### src/rtl/dmem_arbiter.sv
// dmem_arbiter: shares one single-port data RAM between the CPU and EXT ports.
// Build option DMEM_ARB_RR_EN: round-robin between simultaneous requests.
module dmem_arbiter #(
    parameter int AW        = 8,
    parameter int DW        = 8,
    parameter int MAX_BURST = 4
) (
    input  logic          clk,
    input  logic          reset,
    input  logic          cpu_req,
    input  logic          cpu_we,
    input  logic [AW-1:0] cpu_addr,
    input  logic [DW-1:0] cpu_wdata,
    output logic          cpu_gnt,
    output logic          cpu_rvalid,
    output logic [DW-1:0] cpu_rdata,
    input  logic          ext_req,
    input  logic          ext_we,
    input  logic          ext_lock,
    input  logic [AW-1:0] ext_addr,
    input  logic [DW-1:0] ext_wdata,
    output logic          ext_gnt,
    output logic          ext_rvalid,
    output logic [DW-1:0] ext_rdata,
    output logic          mem_en,
    output logic          mem_we,
    output logic [AW-1:0] mem_addr,
    output logic [DW-1:0] mem_wdata,
    input  logic [DW-1:0] mem_rdata
);

    localparam int BW = $clog2(MAX_BURST + 1);
    localparam logic [BW-1:0] BMAX = BW'(MAX_BURST);

    typedef enum logic [1:0] {
        S_IDLE,
        S_CPU,
        S_EXT,
        S_EXT_LOCKED
    } state_t;

    state_t        state;
    logic [BW-1:0] burst_cnt;
    logic          mem_own_ext;
    logic          locked;
    logic          burst_full;
    logic          lk_idle;
    logic          lk_busy;
    logic          both_req;
    logic          cpu_win;
    logic          ext_win;

`ifdef DMEM_ARB_RR_EN
    logic rr_last;
`endif

    assign locked     = (state == S_EXT_LOCKED);
    assign burst_full = (burst_cnt == BMAX);
    assign lk_idle    = !reset && locked && !ext_req;
    assign lk_busy    = !reset && locked && ext_req;
    assign both_req   = !reset && !locked && cpu_req && ext_req;

    always_comb begin
        cpu_win = 1'b0;
        ext_win = 1'b0;
        unique case (1'b1)
            reset: ;
            lk_idle: cpu_win = cpu_req;
            lk_busy: begin
                cpu_win = cpu_req && burst_full;
                ext_win = !(cpu_req && burst_full);
            end
            both_req: begin
`ifdef DMEM_ARB_RR_EN
                cpu_win = rr_last;
                ext_win = !rr_last;
`else
                cpu_win = 1'b1;
`endif
            end
            default: begin
                cpu_win = cpu_req;
                ext_win = ext_req;
            end
        endcase
    end

    assign cpu_gnt   = cpu_win;
    assign ext_gnt   = ext_win;
    assign cpu_rdata = mem_rdata;
    assign ext_rdata = mem_rdata;

    always_ff @(posedge clk) begin
        if (reset) begin
            state       <= S_IDLE;
            burst_cnt   <= '0;
            mem_en      <= 1'b0;
            mem_we      <= 1'b0;
            mem_addr    <= '0;
            mem_wdata   <= '0;
            mem_own_ext <= 1'b0;
            cpu_rvalid  <= 1'b0;
            ext_rvalid  <= 1'b0;
        end else begin
            // read owner follows the command one stage down the pipe
            cpu_rvalid <= mem_en && !mem_we && !mem_own_ext;
            ext_rvalid <= mem_en && !mem_we && mem_own_ext;
            mem_en     <= cpu_win || ext_win;
            mem_we     <= (cpu_win && cpu_we) || (ext_win && ext_we);
            if (cpu_win) begin
                mem_addr    <= cpu_addr;
                mem_wdata   <= cpu_wdata;
                mem_own_ext <= 1'b0;
            end else if (ext_win) begin
                mem_addr    <= ext_addr;
                mem_wdata   <= ext_wdata;
                mem_own_ext <= 1'b1;
            end
            unique case (1'b1)
                lk_idle: begin
                    state     <= S_IDLE;
                    burst_cnt <= '0;
                end
                lk_busy && cpu_win: burst_cnt <= '0;
                lk_busy && ext_win && ext_lock: begin
                    if (!burst_full) burst_cnt <= burst_cnt + BW'(1);
                end
                lk_busy && ext_win && !ext_lock: begin
                    state     <= S_EXT;
                    burst_cnt <= '0;
                end
                !locked && ext_win && ext_lock: begin
                    state     <= S_EXT_LOCKED;
                    burst_cnt <= BW'(1);
                end
                !locked && ext_win && !ext_lock: state <= S_EXT;
                !locked && cpu_win: state <= S_CPU;
                default: state <= S_IDLE;
            endcase
        end
    end

`ifdef DMEM_ARB_RR_EN
    // 0 = CPU owned the last beat, 1 = EXT
    always_ff @(posedge clk) begin
        if (reset) rr_last <= 1'b0;
        else if (cpu_win) rr_last <= 1'b0;
        else if (ext_win) rr_last <= 1'b1;
    end
`endif

endmodule

### config.mk
export PLATFORM = sky130hd
export DESIGN_NAME = dmem_arbiter
export DESIGN_NICKNAME = d
export VERILOG_FILES = /design/src/rtl/dmem_arbiter.sv
export SDC_FILE = /design/constraint.sdc
export NUM_CORES = 1
export LEC_CHECK = 0
export CAP_MARGIN = 20
export CORE_ASPECT_RATIO = 1.5
export CORE_MARGIN = 2
export CORE_UTILIZATION = 32
export CTS_BUF_LIST = sky130_fd_sc_hd__clkbuf_2
export DETAILED_ROUTE_END_ITERATION = 12
export PLACE_DENSITY = 0.73
export SYNTH_ARGS = -nofsm -noshare
export SYNTH_HDL_FRONTEND = slang
export SYNTH_SLANG_ARGS = --single-unit
### constraint.sdc
create_clock -name clk -period 1.6 [get_ports clk]
set_clock_uncertainty 0.2 [all_clocks]
set_input_delay 0.16 -clock clk [delete_from_list [all_inputs] [get_ports clk]]
set_output_delay 0.16 -clock clk [all_outputs]
set_load 0.005 [all_outputs]
==> results of run 1 <==
worst max-delay path by stage:
| stage | end | slack, ns | depth (start not counted) |
|---|---|---|---|
| floorplan | mem_addr[0] | -0.006 | 7 |
| global placement | mem_wdata[1] | -0.54 | 5 |
| detailed placement | mem_wdata[7] | -0.62 | 5 |
| CTS | ext_gnt | -0.18 | 6 |
| global route | ext_gnt | -0.24 | 6 |
| finish | ext_gnt | -0.14 | 6 |
flip-flops by register name (all words and copies together) (netlist names):
register and cells:
mem_wdata 8, mem_en 1, mem_addr 8, mem_we 1, cpu_rvalid 1, state 2
burst_cnt 3, ext_rvalid 1, mem_own_ext 1
report_power, final:
group          total (W)  internal, W  switching [W]  leakage [nW]
Combinational   0.000317     0.000212       0.000106         0.685
Clock           0.000240    0.0000543       0.000186        0.0140
Sequential      0.000738     0.000707      0.0000309         0.222
cell type report:
class | instances | area share [%]
repair buffers | 82 | 38.0
inverters | 3 | 0.567
clock buffers | 3 | 0.757
multi-input cells | 69 | 30.3
flip-flops and latches | 26 | 27.6
well taps | 43 | 2.71
clock inverters | 1 | 0.189
metrics by stage:
step           hold WS [ns]  util [%]  TNS (ns)  cell area [um2]
2_1_floorplan        0.0508         -   -0.0369             1260
3_3_place_gp          0.120      51.1    -10.34             1880
3_5_place_dp          0.120      51.1    -11.51             1880
4_1_cts               0.120      52.8     -1.87             1940
5_1_grt               0.120      53.9     -3.06             1980
6_report              0.120      53.9     -1.53             1980
metal layers:
layer  global-route usage, %  vias to the layer above  part of all wire [%]
met5                       0                        -                     0
met4                    6.00                        0                   1.3
met3                    6.37                        4                    13
met2                    26.5                       70                    50
met1                    16.8                      497                    36
li1                        -                      547                     -
synthesized netlist by cell type, drive strengths merged (2+ instances only):
cell type	number	share of area [%]
inv	3	0.92
nor2	5	1.7
a21oi	4	1.9
a31oi	2	1.0
ha	2	2.0
a221o	16	13
and2	16	8.2
o21ai	2	0.82
buf	20	12
nor4b	2	2.7
nand2b	3	2.1
dfxtp	26	43
nand2	5	1.7
timing repair:
item	in CTS	in global routing
gates resized for setup	49	9
cloned	1	0
setup buffers	3	3
setup endpoints to repair	39	27
pin swaps	3	3
worst max-delay path, delay by kind of cell (launching register included):
family	cells	cell delay [ns]
buffers and inverters	2	0.19
DFF	1	0.39
and+or+nand+nor	2	0.18
AOI/OAI and AO/OA	1	0.14
adders and majority gates	1	0.16
placed cells by master (no fill, tap or decap), drive strengths merged:
| cell type | instances |
|---|---|
| nand3b | 1 |
| and2 | 16 |
| nand3 | 1 |
| o31ai | 1 |
| o21ai | 2 |
| a41oi | 1 |
| dlygate4sd2 | 15 |
| or3b | 1 |
| clkdlybuf4s50 | 38 |
| nand2b | 3 |
| dlymetal6s2s | 5 |
| nand2 | 5 |
| nor3 | 1 |
| buf | 24 |
| a31oi | 2 |
| inv | 3 |
| ha | 2 |
| clkinv | 1 |
| and3 | 1 |
| a21oi | 4 |
| nor4b | 2 |
| a21o | 1 |
| clkbuf | 3 |
| nor2 | 5 |
| or3 | 1 |
| xnor2 | 1 |
| nor4bb | 1 |
| dfxtp | 26 |
| a221o | 16 |
| a22o | 1 |
cell families after synthesis:
family          Yosys count  synth area share [%]
buf+inv                  23                  12.6
xor+xnor                  1                 0.717
flops                    26                  42.6
simple gates             38                  20.6
fa+ha+maj                 2                  2.05
compound gates           28                  21.5
==> metrics, run 1 <==
outcome=finished, violations left; failing checks=setup timing; CTS tree=done; max_cap viols=0; Die Y-Extent=79.7 um; Final Cycle Share=109%; H-tree Lvls=1; yosys warns=0; Crit. End Element=primary output; CTS Hold Bufs=0; R2R cell count=7; footprint of the multi-input gates=601 um2; r2r startpoint=burst_cnt[1]; Post-Route WL=3.17 mm; Data arrival, critical path=1.38 ns; FF+latch count, synth=26; Pwr Density=653 mW/mm2; Final ANT Viol Nets=0; Crit. Startpoint=burst_cnt[1]; drt wl/cell=14.0 um; Crit Path Class=reg -> out; CTS Buffer Depth=2; pre-CTS setup slack=-0.616 ns; residual DRC count=0; CTS buffer count=3; R2R Path End=burst_cnt[2]; vias per inst=4.93; Synth Instances=118; CP cell instances=inv_2, ha_4, nand2_4, nand3_4, a21oi_4, buf_2; Critical Path RT=1.24 ns; worst slew pin tran=0.642 ns; r2r setup slk=-0.12 ns; Final #Nets=234; Worst Hold Class=in -> out; fin crit period=1.74 ns; Critical-path top delay cell=dfxtp_2; Slew Viols, Final=0; Max VDD drop=0.392 mV; clock transition time at the flip-flop clock pins of the worst setup and hold paths=0.23 ns; Post-Layout Cell Count=227; initial antenna violation count=0; largest net degree at the start of global routing=18; Total Routing Usage GR=15.7%; number of I/O pins=85; gp weighted congestion=0.748; P_leak=0.921 nW; Die Wd=54.5 um; ys async rst share=0%; I/O Buffers=60; Total Power=0.00130 W; Worst setup SP type=register; area delta synth->final=62.3%; first-pass GRT wire length=5.04 mm; HP Start=mem_rdata[6]; crit-path max FO=3; n_diodes=0; Fin. Hold Viols=0; DP HPWL=2.39 mm; clock root buffer=clkbuf_2; DP Cell Count=216; RSZ-0062 raised after global routing=true; FF+latch area=547 um2; syn_nets=167; Distinct cells, synth=33; Hold Path Depth=0; Final WS setup=-0.143 ns; Skew-Pair Late Insertion Delay=0.34 ns; highest cell delay on the worst timing path=0.39 ns; clk sinks=26; synthesized area per cell=10.4 um2; number of synthesized flops with an enable pin=0; final setup vio count=21; Iter 0 DRT Violations=26; 1st-pass router iterations=4; Seq/Total Area, Yosys=42.6%; total congestion overflow=0; f_max=574 MHz; die area=0.00434 mm2; Rel. slew slack=57.1%; detailed-route via count=1,118; Synth Flop Type=dfxtp_1; Hold Path Sink=ext_rdata[6]; Initial Util=33.2%; vias in the first global route=1,165; Fill cells=324; Mapped Area=0.00122 mm2; share of layout cells above drive strength 1=36.4%; total core area=0.00368 mm2; Core Rows=27
No activity file was read; power rests on OpenSTA's default activity.
==> inputs of run 2 (changes only) <==
--- a/config.mk
+++ b/config.mk
@@ -5,7 +5,8 @@
 export SDC_FILE = /design/constraint.sdc
 export NUM_CORES = 1
 export LEC_CHECK = 0
-export CAP_MARGIN = 20
+export ABC_CLOCK_PERIOD_IN_PS = 1600
+export CAP_MARGIN = 15
 export CORE_ASPECT_RATIO = 1.5
 export CORE_MARGIN = 2
 export CORE_UTILIZATION = 32
==> results of run 2 <==
Same layout as run 1: the final DEF is identical, and so are final timing and power.
==> inputs of run 3 (changes only) <==
--- a/config.mk
+++ b/config.mk
@@ -5,10 +5,8 @@
 export SDC_FILE = /design/constraint.sdc
 export NUM_CORES = 1
 export LEC_CHECK = 0
-export ABC_CLOCK_PERIOD_IN_PS = 1600
 export CAP_MARGIN = 15
 export CORE_ASPECT_RATIO = 1.5
-export CORE_MARGIN = 2
 export CORE_UTILIZATION = 32
 export CTS_BUF_LIST = sky130_fd_sc_hd__clkbuf_2
 export DETAILED_ROUTE_END_ITERATION = 12
==> metrics, run 3 (synthesis gave the netlist of run 1 again) <==
outcome=finished, violations left; failing checks=setup timing; Worst Hold Class=in -> out; commonest non-fill, non-tap cell in the layout=clkdlybuf4s50_1; n_diodes=0 (unchanged); Total Routing Usage GR=17.1% (+1.4 points); highest cell delay on the worst timing path=0.38 ns (about the same); total congestion overflow=0 (unchanged); CTS buffer count=3 (unchanged); CTS Hold Bufs=0 (unchanged); Die Y-Extent=77.7 um (-2.5%); Skew-Pair Late Insertion Delay=0.37 ns (+0.03 ns); CP cell instances=inv_2, ha_4, nand2_4, a41oi_4, buf_2; Fin. Hold Viols=0 (unchanged); Post-Route WL=3.33 mm (+4.9%); max_cap viols=0 (unchanged); Crit. End Element=primary output; CTS tree=done; clock transition time at the flip-flop clock pins of the worst setup and hold paths=0.24 ns (about the same); utilization after layout=54.5% (+0.64 points); H-tree Lvls=1 (unchanged); 1st-pass router iterations=4 (unchanged); Slew Viols, Final=0 (unchanged); share of layout cells above drive strength 1=38.1% (+1.7 points); Iter 0 DRT Violations=20 (-23%); total core area=0.00365 mm2 (-0.92%); DP Cell Count=212 (-1.9%); Final ANT Viol Nets=0 (unchanged); CTS Buffer Depth=2 (unchanged); number of I/O pins=85 (unchanged); commonest cells after routing, fill and taps aside=clkdlybuf4s50_1 (38), dfxtp_2 (20), buf_4 (17); Data arrival, critical path=1.42 ns (+0.04 ns); Fill cells=337 (+4.0%); Final #Nets=231 (-1.3%); area delta synth->final=62.7%; Pwr Density=665 mW/mm2 (+1.8%); clk sinks=26 (unchanged); detailed-route via count=1,112 (-0.54%); die area=0.00408 mm2 (-6.1%); RSZ-0062 raised after global routing=true; Critical-path top delay cell=dfxtp_2; Max VDD drop=0.384 mV (-2.0%); vias per inst=4.96 (+0.80%); internal power of the cells=0.000981 W (+0.79%); critical path buffer and inverter count=2 (unchanged); largest net degree at the start of global routing=18 (unchanged); Final WS setup=-0.176 ns (-0.0337 ns); worst slew pin tran=0.660 ns (+0.0178 ns); Core Rows=27 (unchanged); initial antenna violation count=0 (unchanged); fin crit period=1.78 ns (+0.0337 ns); f_max=563 MHz (-1.9%); final setup vio count=21 (unchanged); Clock power frac=19.5% (+1.0 points); clock root buffer=clkbuf_2; Crit Path Class=reg -> out; gp weighted congestion=0.748 (about the same); crit-path max FO=4 (+1); vias in the first global route=1,142 (-2.0%); Critical Path RT=1.24 ns (about the same); Final Cycle Share=111% (+2.1 points); Sw Share=25.8% (+0.94 points); Die Wd=52.5 um (-3.7%); Top Registers=mem_addr: 8 flops, mem_wdata: 8 flops, burst_cnt: 3 flops; drt wl/cell=14.8 um (+6.3%); part of the power in registers=55.8% (-1.2 points); Rel. slew slack=55.9% (-1.2 points); DP HPWL=2.38 mm (-0.50%); residual DRC count=0 (unchanged); P_leak=0.959 nW (+4.2%); first-pass GRT wire length=5.15 mm (+2.1%); Post-Layout Cell Count=224 (-1.3%); Crit path max-delay family=flip-flops; I/O Buffers=60 (unchanged); Logic pwr share=24.7% (+0.2 points); Net Sw Power=0.000342 W (+5.9%); Initial Util=33.5% (+0.31 points); Worst setup SP type=register
==> run 3: cell types whose count changed in the layout (fill, tap and decap cells not counted), moves of 4 or more <==
| cell | previous run | this run |
|---|---|---|
| and2_1 | 8 | 4 |
| dlymetal6s2s_1 | 5 | 9 |
| dlygate4sd2_1 | 15 | 11 |
| and2_4 | 4 | 9 |
| buf_4 | 21 | 17 |
==> run 3: metal layers <==
layer	part of all wire, %	vias up	wire, um	track usage, %
met2	56	31	1880	32.0
met1	37	534	1220	16.7
met4	3.1	0	102	8.95
met5	0	-	0	0
li1	-	538	-	-
met3	3.8	9	128	2.75
==> run 3: worst paths after layout <==
check	cells past startpoint	from	slack, ns	to
min reg2reg	1	mem_own_ext	0.26	cpu_rvalid
max reg2reg	7	burst_cnt[0]	-0.09	burst_cnt[0]
min	0	mem_rdata[2]	0.12	cpu_rdata[2]
max	5	burst_cnt[1]	-0.18	cpu_gnt
==> run 3: worst reg2reg max path: cells and delay by family, from the launching register on <==
| family | cells | cell delay (ns) |
|---|---|---|
| compound gates | 1 | 0.21 |
| xor+xnor | 1 | 0.13 |
| fa+ha+maj | 1 | 0.16 |
| buf+inv | 2 | 0.15 |
| flops | 1 | 0.40 |
| simple gates | 2 | 0.37 |
==> run 3: layout make-up <==
| class | instances | area [um2] | share of cell area [%] |
|---|---|---|---|
| clock inverters | 1 | 3.75 | 0.189 |
| clock buffers | 3 | 15.0 | 0.755 |
| well taps | 43 | 53.8 | 2.70 |
| multi-input cells | 69 | 611 | 30.7 |
| flip-flops and latches | 26 | 546 | 27.4 |
| repair buffers | 79 | 749 | 37.7 |
| inverters | 3 | 11.3 | 0.566 |
==> run 3: what timing repair did <==
| item | CTS | global route |
|---|---|---|
| cloned | 2 | 0 |
| endpoints found under the setup margin | 37 | 32 |
| pin swaps | 6 | 0 |
| setup buffers | 6 | 0 |
| resized for setup | 49 | 14 |
==> run 3: power groups by stage <==
stage                     clock, W  sequential (W)  combinational [W]
final                     0.000258        0.000738           0.000327
after global placement           0        0.000742           0.000321
after global routing      0.000292        0.000746           0.000351
after floorplan                  0        0.000744           0.000134
after CTS                 0.000256        0.000739           0.000332
after detailed placement         0        0.000743           0.000329
==> run 3: through the flow <==
step                total power, W  cell area (um2)  setup TNS, ns  setup slack (ns)  hold WS, ns
floorplan                 0.000879             1260        -0.0369          -0.00619       0.0508
CTS                        0.00133             1950          -1.46            -0.178        0.120
global route               0.00139             1990          -2.69            -0.262        0.120
finish                     0.00132             1990          -1.36            -0.176        0.120
detailed placement         0.00107             1850         -12.10            -0.660        0.120
global placement           0.00106             1850         -10.25            -0.545        0.120
